[src/rtl/rand_pkg.sv]
// Shared definitions for the random point picker and the VGA/game blocks
// that consume its screen coordinates.
package rand_pkg;

    typedef enum logic [1:0] {
        IDLE,
        PICK_X,
        PICK_Y,
        HOLD
    } state_t;

    localparam int RND_W           = 13;
    localparam int DEF_XW          = 8;
    localparam int DEF_YW          = 7;
    localparam int DEF_LIMIT_X     = 160;
    localparam int DEF_LIMIT_Y     = 120;
    localparam int DEF_MAX_TRIES   = 15;
    localparam int TRY_W           = 4;

    // A bound is usable only if one fold subtraction always lands inside it.
    function automatic bit limit_ok(input int w, input int limit);
        return (limit > (1 << (w - 1))) && (limit <= (1 << w));
    endfunction

endpackage

[src/rtl/rand_point_picker_if.sv]
// Request/point handshake between game logic (master) and the picker (slave).
interface rand_point_picker_if #(
    parameter int XW = rand_pkg::DEF_XW,
    parameter int YW = rand_pkg::DEF_YW
) ();
    logic          req_valid;
    logic          req_ready;
    logic          out_valid;
    logic          out_ready;
    logic [XW-1:0] x_out;
    logic [YW-1:0] y_out;
    logic          folded;

    modport master (
        output req_valid, out_ready,
        input  req_ready, out_valid, x_out, y_out, folded
    );

    modport slave (
        input  req_valid, out_ready,
        output req_ready, out_valid, x_out, y_out, folded
    );
endinterface

[src/rtl/rand_axis_accept.sv]
// Single-axis rejection test: accept an in-range candidate, or on the last
// try fold it back into range by subtracting the bound once.
module rand_axis_accept #(
    parameter int W     = 8,
    parameter int LIMIT = 160
) (
    input  logic [W-1:0] cand,
    input  logic         last_try,
    output logic         accept,
    output logic [W-1:0] value
);
    // One extra bit so LIMIT == 2^W compares correctly.
    localparam logic [W:0] LIMIT_EXT = (W + 1)'(LIMIT);

    logic in_range;

    assign in_range = ({1'b0, cand} < LIMIT_EXT);
    assign accept   = in_range | last_try;
    assign value    = in_range ? cand : (cand - LIMIT_EXT[W-1:0]);
endmodule

[src/rtl/rand_point_picker.sv]
// Turns the free-running LFSR stream into a uniform (x, y) point on request
// using bounded rejection sampling, one axis after the other.
module rand_point_picker
    import rand_pkg::*;
#(
    parameter int XW        = DEF_XW,
    parameter int YW        = DEF_YW,
    parameter int LIMIT_X   = DEF_LIMIT_X,
    parameter int LIMIT_Y   = DEF_LIMIT_Y,
    parameter int MAX_TRIES = DEF_MAX_TRIES
) (
    input  logic             clock,
    input  logic             reset,
    input  logic [RND_W-1:0] rnd,
    rand_point_picker_if.slave bus
);

    if (!limit_ok(XW, LIMIT_X)) begin : g_bad_limit_x
        $error("rand_point_picker: LIMIT_X out of range for XW");
    end
    if (!limit_ok(YW, LIMIT_Y)) begin : g_bad_limit_y
        $error("rand_point_picker: LIMIT_Y out of range for YW");
    end
    if (MAX_TRIES < 1 || MAX_TRIES > 15) begin : g_bad_tries
        $error("rand_point_picker: MAX_TRIES must be 1..15");
    end

    state_t           state_reg, state_next;
    logic [TRY_W-1:0] tries_reg, tries_next;
    logic [XW-1:0]    x_reg, x_next;
    logic [YW-1:0]    y_reg, y_next;
    logic             folded_reg, folded_next;

    logic             last_try;
    logic [XW-1:0]    x_cand, x_value;
    logic [YW-1:0]    y_cand, y_value;
    logic             x_accept, y_accept;
    logic             unused_rnd_bits;

    assign last_try        = (tries_reg == TRY_W'(MAX_TRIES - 1));
    assign x_cand          = rnd[XW-1:0];
    assign y_cand          = rnd[YW-1:0];
    assign unused_rnd_bits = ^rnd[RND_W-1:XW];

    rand_axis_accept #(.W(XW), .LIMIT(LIMIT_X)) u_accept_x (
        .cand     (x_cand),
        .last_try (last_try),
        .accept   (x_accept),
        .value    (x_value)
    );

    rand_axis_accept #(.W(YW), .LIMIT(LIMIT_Y)) u_accept_y (
        .cand     (y_cand),
        .last_try (last_try),
        .accept   (y_accept),
        .value    (y_value)
    );

    always_ff @(posedge clock or posedge reset) begin
        if (reset) begin
            state_reg  <= IDLE;
            tries_reg  <= '0;
            x_reg      <= '0;
            y_reg      <= '0;
            folded_reg <= 1'b0;
        end else begin
            state_reg  <= state_next;
            tries_reg  <= tries_next;
            x_reg      <= x_next;
            y_reg      <= y_next;
            folded_reg <= folded_next;
        end
    end

    // A folded sample is the only case where the accepted value differs
    // from the raw candidate (the bound is never a multiple of 2^W here).
    always_comb begin
        state_next  = state_reg;
        tries_next  = tries_reg;
        x_next      = x_reg;
        y_next      = y_reg;
        folded_next = folded_reg;
        case (state_reg)
            IDLE: begin
                if (bus.req_valid) begin
                    state_next  = PICK_X;
                    tries_next  = '0;
                    folded_next = 1'b0;
                end
            end
            PICK_X: begin
                if (x_accept) begin
                    x_next     = x_value;
                    tries_next = '0;
                    state_next = PICK_Y;
                    if (x_value != x_cand) folded_next = 1'b1;
                end else begin
                    tries_next = tries_reg + 1'b1;
                end
            end
            PICK_Y: begin
                if (y_accept) begin
                    y_next     = y_value;
                    tries_next = '0;
                    state_next = HOLD;
                    if (y_value != y_cand) folded_next = 1'b1;
                end else begin
                    tries_next = tries_reg + 1'b1;
                end
            end
            HOLD: begin
                if (bus.out_ready) state_next = IDLE;
            end
            default: state_next = IDLE;
        endcase
    end

    assign bus.req_ready = (state_reg == IDLE);
    assign bus.out_valid = (state_reg == HOLD);
    assign bus.x_out     = x_reg;
    assign bus.y_out     = y_reg;
    assign bus.folded    = folded_reg;

endmodule

[src/flat_wrapper.sv]
// flat-port wrapper written by rule: the top's interface ports become plain ports
module rand_point_picker_flat import rand_pkg::*;
#(
    parameter int XW        = DEF_XW,
    parameter int YW        = DEF_YW,
    parameter int LIMIT_X   = DEF_LIMIT_X,
    parameter int LIMIT_Y   = DEF_LIMIT_Y,
    parameter int MAX_TRIES = DEF_MAX_TRIES
)
  (clock, reset, rnd, bus_req_valid, bus_out_ready, bus_req_ready, bus_out_valid, bus_x_out, bus_y_out, bus_folded);
  rand_point_picker_if #(.XW(XW), .YW(YW)) bus_i ();
  input  logic clock;
  input  logic reset;
  input  logic [RND_W-1:0] rnd;
  input wire logic [$bits(bus_i.req_valid)-1:0] bus_req_valid;
  input wire logic [$bits(bus_i.out_ready)-1:0] bus_out_ready;
  output wire logic [$bits(bus_i.req_ready)-1:0] bus_req_ready;
  output wire logic [$bits(bus_i.out_valid)-1:0] bus_out_valid;
  output wire logic [$bits(bus_i.x_out)-1:0] bus_x_out;
  output wire logic [$bits(bus_i.y_out)-1:0] bus_y_out;
  output wire logic [$bits(bus_i.folded)-1:0] bus_folded;
  assign bus_i.req_valid = bus_req_valid;
  assign bus_i.out_ready = bus_out_ready;
  assign bus_req_ready = bus_i.req_ready;
  assign bus_out_valid = bus_i.out_valid;
  assign bus_x_out = bus_i.x_out;
  assign bus_y_out = bus_i.y_out;
  assign bus_folded = bus_i.folded;
  rand_point_picker #(.XW(XW), .YW(YW), .LIMIT_X(LIMIT_X), .LIMIT_Y(LIMIT_Y), .MAX_TRIES(MAX_TRIES)) u_core (.clock(clock), .reset(reset), .rnd(rnd), .bus(bus_i));
endmodule
[config.mk]
export PLATFORM = sky130hd
export DESIGN_NAME = rand_point_picker_flat
export DESIGN_NICKNAME = d
export VERILOG_FILES = /design/src/rtl/rand_pkg.sv /design/src/rtl/rand_point_picker_if.sv /design/src/rtl/rand_axis_accept.sv /design/src/rtl/rand_point_picker.sv /design/src/flat_wrapper.sv
export SDC_FILE = /design/constraint.sdc
export NUM_CORES = 1
export LEC_CHECK = 0
export ABC_AREA = 1
export CAP_MARGIN = 20
export CELL_PAD_IN_SITES_DETAIL_PLACEMENT = 1
export CELL_PAD_IN_SITES_GLOBAL_PLACEMENT = 2
export CORE_ASPECT_RATIO = 2
export CORE_MARGIN = 2
export CORE_UTILIZATION = 25
export CTS_BUF_LIST = sky130_fd_sc_hd__clkbuf_2 sky130_fd_sc_hd__clkbuf_4 sky130_fd_sc_hd__clkbuf_8
export DETAILED_ROUTE_END_ITERATION = 10
export PLACE_DENSITY_LB_ADDON = 0.1
export SLEW_MARGIN = 20
export SYNTH_ARGS = -nofsm -noshare
export SYNTH_HDL_FRONTEND = slang
export SYNTH_SLANG_ARGS = --single-unit
[constraint.sdc]
create_clock -name clock -period 1.5 [get_ports clock]
set_input_delay 0.3 -clock clock [delete_from_list [all_inputs] [get_ports clock]]
set_output_delay 0.3 -clock clock [all_outputs]
set_load 0.01 [all_outputs]
==> metrics.yaml <==
status: "finished clean"
n_antenna_cell: 0
worstPathRequired_ps: 1200
ant_nets: 0
die_area_sq_um: 5580
cts_tree: "built"
num-fill-cells: 572
ioPinCount: 35
synth_ff_type: "dfrtp_1"
vdd_ir_drop_max_uv: 773
fmax_mhz: 679
wirelength_um: 3280
r2r_slack_ps: 120
netlist_area_sq_um: 1240
fin_nets: 220
slew_headroom_pct: 77.2
worst_slack_ps: 27.5
largest_reg_flops: 8
r2r_end: "u_core.tries_reg[2]$_DFFE_PP0P_"
slowest_delay_ps: 400
drt_pass1_iterations: 2
crit_path_start_kind: "flop"
cts_sinks: 22
worstPathArrival_ps: 1170
worstReg2RegStart: "u_core.state_reg[1]$_DFFE_PP0P_"
worstSkewPairLatency_ps: 270
cts_buffers: 3
setup_viol: 0
hold_class: "input pin to async pin"
fin_worst_skew_ps: 8.00
synth_area_leader_cell: "dfrtp_1"
cts_hold_buf: 0
tightest_slew_ps: 338
r2r_cells: 7
path_max_fanout: 3
synth-edff-count: 0
synth.area.top_cells: "dfrtp_1, nand2_1, ha_1, inv_1, o21ai_0"
num_vias: 1130
grt_pass1_wl_um: 5300
critPathSlowestCell: "dfrtp_1"
dpl.hpwl_um: 2610
dp.cells: 244
grt_pass1_vias: 1188
leakage_nw: 0.949
clk_pin_slew_ps: 90
grt_start_max_net_pins: 23
htree_levels: 1
grt-ovfl-total: 0
powerDensity_nw_per_um2: 1790
timing.final.crit_period_ps: 1470
die-height_um: 104
avgSynthCellArea_sq_um: 8.75
port_buffers: 29
ctsLongestPathBuffers: 2
finalCritPeriodShare_pct: 98.2
antenna_found_initial: 0
drive_above_1_share_pct: 27.5
hold_viol: 0
crit_type: "flop to primary output"
route.detailed.drc: 0
area_growth_pct: 50.7
netlist.area_leader.share_pct: 44.3
root_buffer: "clkbuf_8"
crit_chain: "ha_1 > dlygate4sd2_1"
via_per_inst: 4.52
netlist_top_cells_count: "nand2_1, dfrtp_1, inv_1"
syn-num-nets: 168
wl_per_cell_um: 13.1
die_width_um: 53.9
initial_core_util_pct: 25.8
grt_usage_pct: 12.5
design.core.area_sq_um: 4820
syn_inst: 142
ys_ff_latch: 22
fin_cells: 250
place_ws_ps: -223
num_rows: 36
drt-initial-drc-count: 12
yosysSeqAreaShare_pct: 44.3
slew_violations: 0
synth_most_common_cell: "nand2_1"
maxCapViolCount: 0
cp-end-kind: "primary output"
async_flop_share_pct: 100
rsz0062_at_grt: "yes"
routabilityCongestion: 0.664
yosysWarnings: 0
yosysUniqueCellTypes: 22
worst_hold_slack_ps: 368
## worst max-delay path, delay by kind of cell, from the launching register on
kind | cells | cell delay (ps)
buffers and inverters | 1 | 290
flip-flops | 1 | 400
adder cells (fa/ha/maj) | 1 | 210
## worst max-delay path by stage
stage                                               start                         endpoint  slack [ps]  cells after the start
after floorplan           u_core.tries_reg[0]$_DFFE_PP0P_  u_core.bus.y_out[3]$_DFFE_PP0P_         220                      8
after global placement                             rnd[5]  u_core.bus.y_out[4]$_DFFE_PP0P_        -250                      7
after detailed placement                           rnd[5]  u_core.bus.y_out[4]$_DFFE_PP0P_        -220                      7
after CTS                 u_core.state_reg[0]$_DFFE_PP0P_                    bus_req_ready           4                      4
after global routing      u_core.state_reg[1]$_DFFE_PP0P_                    bus_out_valid         -20                      2
final                     u_core.state_reg[1]$_DFFE_PP0P_                    bus_out_valid          30                      2
## final cells by class
cell class | instances | area [sq um] | area share [%]
clock buffers | 3 | 41.3 | 2.21
inverters | 21 | 78.8 | 4.21
repair buffers | 49 | 463 | 24.7
multi-input cells | 97 | 637 | 34.0
flip-flops and latches | 22 | 551 | 29.4
well taps | 57 | 71.3 | 3.81
clock inverters | 1 | 30.0 | 1.60
## power by group
part / internal (mW) / leakage, nW / switching, mW / total [mW]
sequential: 0.837 / 0.279 / 0.122 / 0.959
combinational: 0.926 / 0.634 / 0.908 / 1.83
clock: 0.357 / 0.0357 / 0.207 / 0.563
## stage by stage
step | setup TNS, ps | total power [mW] | instance area, sq um | util [%]
after floorplan | 0 | 1.84 | 1240 | -
after global placement | -2870 | 2.64 | 1730 | 35.9
after detailed placement | -3350 | 2.68 | 1730 | 35.9
after CTS | 0 | 3.31 | 1820 | 37.7
after global routing | -34.0 | 3.61 | 1870 | 38.8
final | 0 | 3.36 | 1870 | 38.8
## logic make-up (layout without fill, tap and decap cells)
group	Yosys count	after routing	share of synthesized area (%)
flip-flops	22	22	44.3
buffers and inverters	23	74	8.16
AND/OR/NAND/NOR	57	57	22.7
AO/OA/AOI/OAI	28	28	13.7
adder cells (fa/ha/maj)	9	9	9.06
XOR/XNOR	3	3	2.12
## metal layers
layer  global-route usage, %  vias to the layer above  wire length [um]  part of all wire [%]
li1                        -                      558                 -                     -
met1                    11.6                      548              1140                    35
met2                    25.0                       20              2010                    61
met3                   0.865                        4                86                   2.6
met4                    4.95                        0                46                   1.4
met5                       0                        -                 0                     0
## timing repair
action                     in CTS  in global routing
setup endpoints to repair       2                 19
hold endpoints to repair        0                  0
gates resized for setup         7                 21
setup buffers                   2                  0
pin swaps                       1                  1
## cell usage in the layout, fill, tap and decap left out, types with 3 or more instances in the layout
cell,Yosys,routed
clkbuf_8,0,3
buf_4,0,19
dlymetal6s2s_1,0,4
nand2_1,34,33
nand2_2,4,5
xor2_1,3,3
inv_1,21,18
ha_1,9,5
o21ai_1,4,8
o21ai_2,6,7
inv_2,0,3
dfrtp_1,22,22
nand3_2,1,3
o21ai_0,15,10
nand3_1,9,7
clkdlybuf4s50_1,0,23
No activity file was read; power rests on OpenSTA's default activity.
